<file path="config.mk">
export PLATFORM = sky130hd
export DESIGN_NAME = seq_sum_engine
export DESIGN_NICKNAME = d
export VERILOG_FILES = /design/src/rtl/seq_sum_pkg.sv /design/src/rtl/seq_sum_engine_hex_digit_select.sv /design/src/rtl/seq_sum_engine.sv
export SDC_FILE = /design/constraint.sdc
export NUM_CORES = 1
export LEC_CHECK = 0
export ABC_CLOCK_PERIOD_IN_PS = 8500
export CORE_MARGIN = 2
export CORE_UTILIZATION = 45
export DETAILED_ROUTE_END_ITERATION = 16
export PLACE_DENSITY = 0.74
export SYNTH_ARGS = -nofsm -noshare
export SYNTH_HDL_FRONTEND = slang
export SYNTH_HIERARCHICAL = 1
export SYNTH_SLANG_ARGS = --single-unit
</file>
<file path="constraint.sdc">
create_clock -name clock -period 8.5 [get_ports clock]
set_input_delay 2.55 -clock clock [delete_from_list [all_inputs] [get_ports clock]]
set_output_delay 2.55 -clock clock [all_outputs]
set_load 0.02 [all_outputs]
</file>
<file path="src/rtl/seq_sum_pkg.sv">
// Shared types and sizes for the sequential sum engine and its display mux.
// Latency: n/a (declarations only).
// Backpressure: n/a (declarations only).
package seq_sum_pkg;

  // Operand width, operand-count width, accumulator width.
  // The accumulator is DATA_W+CNT_W bits wide, so the largest sum
  // (255 * 0xFFFF) always fits and no saturation is required.
  localparam int DATA_W     = 16;
  localparam int CNT_W      = 8;
  localparam int SUM_W      = DATA_W + CNT_W;
  localparam int NUM_DIGITS = 6;
  localparam int HEX_W      = NUM_DIGITS * 4;

  // Run-control states.
  typedef enum logic [1:0] {
    IDLE  = 2'd0,
    ACCUM = 2'd1,
    DONE  = 2'd2
  } state_t;

endpackage

</file>
<file path="src/rtl/seq_sum_engine_hex_digit_select.sv">
// Chooses what the six HEX digits show: the running sum, or a status view.
// Latency: purely combinational, zero cycles.
// Backpressure: none; the display follows disp_sel and state immediately.
module hex_digit_select
  import seq_sum_pkg::*;
(
  input  logic              disp_sel,
  input  logic [SUM_W-1:0]  sum,
  input  logic [CNT_W-1:0]  accepted,
  input  logic [DATA_W-1:0] last_op,
  output logic [HEX_W-1:0]  hex_digits
);

  // Status view packs the operand count into HEX5..HEX4 and the most
  // recently accepted operand into HEX3..HEX0.
  always_comb begin
    hex_digits = '0;
    if (disp_sel) begin
      hex_digits = {accepted, last_op};
    end else begin
      hex_digits = sum;
    end
  end

endmodule

</file>
<file path="src/rtl/seq_sum_engine.sv">
// Accumulates a commanded number of unsigned operands and holds the result.
// Latency: start -> in_ready 1 cycle; final accept -> done (with sum) 1 cycle.
// Backpressure: in_ready only in ACCUM; operand stream may stall indefinitely.
module seq_sum_engine
  import seq_sum_pkg::*;
(
  input  logic              clock,
  input  logic              resetN,
  input  logic              start,
  input  logic [CNT_W-1:0]  count,
  input  logic              in_valid,
  input  logic [DATA_W-1:0] in_data,
  output logic              in_ready,
  input  logic              disp_sel,
  output logic              busy,
  output logic              done,
  output logic [SUM_W-1:0]  sum,
  output logic [HEX_W-1:0]  hex_digits
);

  state_t             state_q;
  state_t             state_d;

  logic [SUM_W-1:0]   sum_q;
  logic [CNT_W-1:0]   remaining_q;
  logic [CNT_W-1:0]   accepted_q;
  logic [DATA_W-1:0]  last_op_q;

  // A new run may be launched from IDLE or DONE; start is ignored in ACCUM
  // so an in-flight run cannot be disturbed.
  logic               start_take;
  // An operand is consumed whenever the engine is in ACCUM and the source
  // offers one; in_ready is unconditionally high in that state.
  logic               op_take;
  // The operand being taken is the last one of the run.
  logic               last_take;

  assign start_take = start && (state_q != ACCUM);
  assign op_take    = (state_q == ACCUM) && in_valid;
  assign last_take  = op_take && (remaining_q == CNT_W'(1));

  // State register; reset returns to IDLE and aborts any run in progress.
  always_ff @(posedge clock) begin
    if (!resetN) begin
      state_q <= IDLE;
    end else begin
      state_q <= state_d;
    end
  end

  // Next-state and control outputs. A zero-length run goes straight to DONE.
  always_comb begin
    state_d  = state_q;
    in_ready = 1'b0;
    busy     = 1'b0;
    done     = 1'b0;
    case (state_q)
      IDLE: begin
        if (start) begin
          state_d = (count == '0) ? DONE : ACCUM;
        end
      end
      ACCUM: begin
        in_ready = 1'b1;
        busy     = 1'b1;
        if (last_take) begin
          state_d = DONE;
        end
      end
      DONE: begin
        done = 1'b1;
        if (start) begin
          state_d = (count == '0) ? DONE : ACCUM;
        end
      end
      default: begin
        state_d = IDLE;
      end
    endcase
  end

  // Accumulator and run bookkeeping. A new start clears everything the
  // display can show so a zero-length run reads back as all zeros; the
  // results of a finished run are simply held until the next start.
  always_ff @(posedge clock) begin
    if (!resetN) begin
      sum_q       <= '0;
      remaining_q <= '0;
      accepted_q  <= '0;
      last_op_q   <= '0;
    end else if (start_take) begin
      sum_q       <= '0;
      remaining_q <= count;
      accepted_q  <= '0;
      last_op_q   <= '0;
    end else if (op_take) begin
      sum_q       <= sum_q + {{CNT_W{1'b0}}, in_data};
      remaining_q <= remaining_q - CNT_W'(1);
      accepted_q  <= accepted_q + CNT_W'(1);
      last_op_q   <= in_data;
    end
  end

  assign sum = sum_q;

  hex_digit_select u_hex_digit_select (
    .disp_sel   (disp_sel),
    .sum        (sum_q),
    .accepted   (accepted_q),
    .last_op    (last_op_q),
    .hex_digits (hex_digits)
  );

endmodule

</file>
==> results of run 1 <==
[per-stage QoR]
stage,util,hold slack [ns],area (µm²)
after floorplan,-,0.4329,3483
after global placement,0.5656,0.4422,4303
after detailed placement,0.5656,0.4454,4303
after CTS,0.5924,0.4546,4507
after global routing,0.5924,0.4749,4507
final,0.5924,0.4528,4507
[critical path: stages]
cell and delay, ns:
clkdlybuf4s50_1 0.46, buf_4 0.38, mux2_2 0.39, clkdlybuf4s50_1 0.54
[final timing paths]
kind / startpoint / to
setup reg to reg: sum[0] / sum[12]
setup / recovery: disp_sel / hex_digits[23]
hold / removal: last_op_q[15] / last_op_q[15]
hold reg to reg: last_op_q[15] / last_op_q[15]
[cells in the final DEF, fill, tap and decap left out, types with 6 or more instances in the layout]
master,Yosys,routed
mux2_4,20,20
nand2_1,75,75
clkbuf_8,0,12
nor3_1,7,7
ha_1,19,19
a21oi_1,40,40
a31oi_1,8,8
nand3_1,14,14
clkdlybuf4s50_1,0,79
xnor2_1,13,13
o21ai_0,13,13
o22ai_1,6,6
xor2_1,14,14
nor2b_1,7,7
dfxtp_1,58,58
nor2_1,36,36
inv_1,6,6
[sequential cells by signal, summed over array words and instances, names as in the netlist]
signal       flops
accepted_q       8
last_op_q       16
remaining_q      8
state_q          2
sum             24
[per-layer routing]
metal	GRT usage	up-vias	routed length, µm
met5	0	-	0
met4	0.05721	0	51
met3	0.04848	6	422
met2	0.3395	85	4014
met1	0.2711	1491	4015
li1	-	1624	-
[kinds of logic (layout without fill, tap and decap cells)]
group	count (synthesis)	in the layout	synth area share
muxes	24	24	0.09914
xor gates and xnor gates	27	27	0.06789
and+or+nand+nor	159	159	0.1994
adders and majority gates	20	20	0.07400
DFF	58	58	0.3333
AOI/OAI and AO/OA	102	102	0.1828
buffers and inverters	28	104	0.04346
[power breakdown]
part	switching, mW	internal [mW]	total [mW]
sequential	0.00832	0.280	0.288
combinational	0.0614	0.0514	0.113
clock	0.104	0.157	0.261
[final cells by class]
type                            instances  area, µm²  area share
Multi-Input combinational cell        332       2171      0.4817
Sequential cell                        58       1161      0.2576
Timing Repair Buffer                   83      820.8      0.1821
Clock inverter                          2      35.03    0.007773
Inverter                                6      22.52    0.004997
Clock buffer                           13      168.9     0.03748
Tap cell                              102      127.6     0.02832
==> summary.txt, run 1 <==
Timing
  • Max Slew Vio Count: 0
  • Relative slew margins: 0.6596
  • Minimum clock period: 6.868 ns
  • Max Clock Skew: 0.007119 ns
  • RSZ-0062 raised after global routing: false
  • Final critical-path share of the clock period: 0.8080
  • Worst Tran Pin Value: 0.5106 ns
  • Setup TNS: 0 ns
  • Fmax: 0.1456 GHz
  • Final Setup Violations: 0
  • Setup WS post-layout: 1.632 ns
  • Final hold violation count: 0

Finish
  • P&R area growth vs syn: 29.38%
  • ANT cells: 0
  • Layout Cells excl Fill: 596
  • Share of layout cells above drive strength 1: 0.08704
  • Nets@finish: 539
  • Layout fillers: 668

GRT
  • First-pass GRT wire length: 14.15 mm
  • Total GRT Usage: 0.2063
  • Antenna violations before repair: 0
  • Largest net degree at the start of global routing: 48
  • GRT Residual Overflow: 0
  • Vias in the first global route: 2974

Synthesis
  • Post-Syn Area: 3483 µm²
  • Ranking of synthesized cells by area: dfxtp_1 33%, mux2_4 8.6%, nand2_1 8.1%, ha_1 6.8%, a21oi_1 5.7%
  • Count leader, synth: nand2_1
  • Synth Flop Type: dfxtp_1
  • Share of the yosys chip area belonging to registers: 0.3333
  • Post-synth top cells: 75 x nand2_1, 58 x dfxtp_1, 40 x a21oi_1
  • Post-synth EDFFs: 0
  • #FFs+latches synth: 58
  • Mean post-synth cell area: 8.333 µm²
  • Yosys cell types: 45
  • Post-Syn Nets: 467
  • Yosys synthesis warning count: 6
  • Fraction of registers with async set/reset: 0
  • Leading area contributor after synthesis: dfxtp_1
  • Mapped Cells: 418
  • Share of Yosys cell area claimed by the top area cell type: 0.3333

Place
  • # port buffers: 79
  • Pre-CTS WS: 1.625 ns
  • HPWL Detailed: 5.957 mm
  • Inst Count DP: 581
  • Global placement routability congestion: 0.8961

Job
  • MaxCap Viol Count: 0

Die
  • Rows: 32
  • Initial core utilization: 0.4579
  • Ports: 80
  • CORE AREA: 7607 µm²
  • Die area: 8460 µm²
  • Die width: 91.98 µm
  • Die span in y: 91.98 µm

CTS
  • Skew-Pair Late Insertion Delay: 0.33 ns
  • TritonCTS clock tree: done
  • Postcts setup bufs: 0
  • Clock buffer depth: 2
  • Root buffer cell: clkbuf_8
  • Total CTS buffers: 9
  • Clk sinks: 58
  • Cts hold-fix bufs: 0
  • CTS H-Tree Depth: 3
  • Post-CTS resize count: 0
  • Clock Pin Slew Worst Setup and Hold Paths: 0.06 ns

Worst setup path
  • Critical path type: primary input to primary output
  • Crit-path max FO: 24
  • Worst path required time: 5.95 ns
  • Reg-to-reg slack, setup: 6.01 ns
  • Register-to-Register Path Depth: 9
  • Setup crit end kind: primary output
  • Crit start category: primary input
  • Critical Path AT: 4.32 ns

Drt
  • Initial DRC count: 173
  • First-pass DRT Iterations: 4
  • Post-DRT Antenna Nets: 0
  • Via density: 5.379
  • DRC viols: 0
  • Routed length per instance: 14.27 µm
  • Routed via count: 3206
  • Total Wirelength: 8.504 mm

Worst hold path
  • Worst Hold Class: flop to flop
  • Hold path depth: 2

Power
  • Pwr Total: 0.6621 mW
  • PD cells: 146.9 nW/µm²
  • Leakage power: 1.724 nW
  • Peak VDD IR: 0.0001368 V

Outcome
  • Status: finished, final reports clean
(Power assumes the default switching activity.)
==> run 2, diff against run 1 <==
--- a/config.mk
+++ b/config.mk
@@ -5,7 +5,7 @@
 export SDC_FILE = /design/constraint.sdc
 export NUM_CORES = 1
 export LEC_CHECK = 0
-export ABC_CLOCK_PERIOD_IN_PS = 8500
+export ABC_CLOCK_PERIOD_IN_PS = 6400
 export CORE_MARGIN = 2
 export CORE_UTILIZATION = 45
 export DETAILED_ROUTE_END_ITERATION = 16
==> constraint.sdc (replaced) <==
create_clock -name clock -period 6.4 [get_ports clock]
set_input_delay 1.92 -clock clock [delete_from_list [all_inputs] [get_ports clock]]
set_output_delay 1.92 -clock clock [all_outputs]
set_load 0.02 [all_outputs]
==> run 2 against run 1 <==
Compared with the run above:
- register-to-register slack worse by 2.2 ns
- sequential power up 33%
- first-iteration DRC count up 14%
- largest cell class unchanged
- clock power up 44%
- flip-flop and latch count unchanged
- cell count up 0.17%
- critical endpoint unchanged
==> summary.txt, run 2 (synthesis gave the netlist of run 1 again) <==
CTS
  • Cts hold-fix bufs: 0 (unchanged)
  • TritonCTS clock tree: done
  • Total CTS buffers: 9 (unchanged)
  • Skew-Pair Late Insertion Delay: 0.34 ns (about the same)
  • Clock buffer depth: 2 (unchanged)
  • Postcts setup bufs: 0 (unchanged)
  • Clock Pin Slew Worst Setup and Hold Paths: 0.06 ns (about the same)
  • Clk sinks: 58 (unchanged)
  • Root buffer cell: clkbuf_8
  • CTS H-Tree Depth: 3 (unchanged)
  • Post-CTS resize count: 0 (unchanged)

Finish
  • Area taken by multi-input logic gates: 2171 µm² (unchanged)
  • Reg area: 1161 µm² (unchanged)
  • P&R area growth vs syn: 29.81%
  • ANT cells: 0 (unchanged)
  • Commonest non-fill, non-tap cells in the layout: 79 x clkdlybuf4s50_1, 75 x nand2_1, 58 x dfxtp_1
  • Most common cell after layout, fill and taps aside: clkdlybuf4s50_1
  • Nets@finish: 539 (unchanged)
  • Share of layout cells above drive strength 1: 0.08889 (+0.001844)
  • Max reg flops: 24 (unchanged)
  • Layout fillers: 684 (+2.4%)

Timing
  • Fmax: 0.1786 GHz
  • Setup TNS: 0 ns (unchanged)
  • RSZ-0062 raised after global routing: false
  • Final critical-path share of the clock period: 0.8751
  • Max Slew Vio Count: 0 (unchanged)
  • Final hold violation count: 0 (unchanged)
  • Relative slew margins: 0.2595 (-0.4001)
  • Minimum clock period: 5.601 ns
  • Setup WS post-layout: 0.7995 ns (-0.8322 ns)
  • Max Clock Skew: 0.008724 ns (+0.001605 ns)
  • Final Setup Violations: 0 (unchanged)
  • Worst Tran Pin Value: 1.108 ns (+0.5974 ns)

Drt
  • Post-DRT Antenna Nets: 0 (unchanged)
  • Routed length per instance: 14.05 µm (-1.5%)
  • Total Wirelength: 8.388 mm (-1.4%)
  • Initial DRC count: 197 (+14%)
  • DRC viols: 0 (unchanged)
  • Via density: 5.419 (+0.74%)
  • First-pass DRT Iterations: 4 (unchanged)
  • Routed via count: 3235 (+0.90%)

Worst setup path
  • Critical Path AT: 3.68 ns (-0.64 ns)
  • Worst r2r src: sum[0]
  • Crit start category: primary input
  • Worst path required time: 4.48 ns (-1.47 ns)
  • Register-to-Register Path Depth: 9 (unchanged)
  • Reg-to-reg slack, setup: 3.85 ns (-2.16 ns)
  • Critical path type: primary input to primary output
  • Crit-path max FO: 24 (unchanged)
  • Capturing point of the worst reg2reg path: sum[12]
  • Setup crit end kind: primary output

Power
  • Peak VDD IR: 0.00009707 V (-29%)
  • PD cells: 200.8 nW/µm² (+37%)
  • Leakage power: 1.728 nW (+0.22%)

Place
  • # port buffers: 79 (unchanged)
  • HPWL Detailed: 6.015 mm (+0.98%)
  • Pre-CTS WS: 0.7873 ns (-0.8378 ns)
  • Global placement routability congestion: 0.8911 (-0.56%)

GRT
  • Largest net degree at the start of global routing: 41 (-15%)
  • GRT Residual Overflow: 0 (unchanged)
  • Vias in the first global route: 3013 (+1.3%)
  • Total GRT Usage: 0.2073 (+0.001041)
  • Antenna violations before repair: 0 (unchanged)
  • First-pass GRT wire length: 14.26 mm (+0.78%)

Die
  • Ports: 80 (unchanged)
  • Rows: 32 (unchanged)
  • Die area: 8460 µm² (unchanged)
  • Die width: 91.98 µm (unchanged)
  • Initial core utilization: 0.4579 (unchanged)
  • Die span in y: 91.98 µm (unchanged)
  • CORE AREA: 7607 µm² (unchanged)

Worst hold path
  • Hold path depth: 2 (unchanged)
  • Worst Min Path Start: last_op_q[13]
  • Worst Hold Class: flop to flop
  • Hold Path Sink: last_op_q[13]

Job
  • MaxCap Viol Count: 0 (unchanged)

Outcome
  • Status: finished, final reports clean
-- run 2: cell types whose count changed in the layout (fill, tap and decap cells not counted), sizes merged --
cell	before	now
bufinv	1	2
clkbuf	13	11
clkinv	1	2
clkinvlp	0	1
-- run 2: worst max path at each step --
stage,start,to,slack (ns),cells after the start
2_1_floorplan,disp_sel,hex_digits[10],1.97,3
3_3_place_gp,disp_sel,hex_digits[23],0.79,4
3_5_place_dp,disp_sel,hex_digits[23],0.79,4
4_1_cts,disp_sel,hex_digits[23],0.78,4
5_1_grt,disp_sel,hex_digits[0],0.73,4
6_report,disp_sel,hex_digits[23],0.80,4
-- run 2: power by group --
group	total [mW]	internal, mW	switching (mW)
Clock	0.375	0.228	0.147
Sequential	0.383	0.372	0.0108
Combinational	0.150	0.0683	0.0817
-- run 2: area by class of cell --
class / instances / area share
clock buffers: 11 / 0.03127
clock inverters: 5 / 0.01716
flip-flops and latches: 58 / 0.2568
multi-input cells: 332 / 0.4801
repair buffers: 83 / 0.1815
inverters: 6 / 0.004981
well taps: 102 / 0.02822
-- run 2: critical path, stage by stage --
cell,delay [ns]
clkdlybuf4s50_1,0.45
buf_4,0.38
mux2_2,0.38
clkdlybuf4s50_1,0.54
-- run 2: layer usage --
layer	vias up	global-route usage	part of all wire
li1	1623	-	-
met1	1503	0.2777	0.47
met2	95	0.3241	0.46
met3	14	0.04519	0.047
met4	0	0.08458	0.017
met5	-	0	0
-- run 2: through the flow --
step                      hold WS (ns)  cell area [µm²]  total power, mW  cells    util
after floorplan                 0.4329             3483           0.4883    418       -
after global placement          0.4425             4303           0.5368    581  0.5656
after detailed placement        0.4450             4303           0.5388    581  0.5656
after CTS                       0.4552             4522           0.9156    597  0.5944
after global routing            0.4766             4522           0.9477    597  0.5944
final                           0.4533             4522           0.9081    597  0.5944
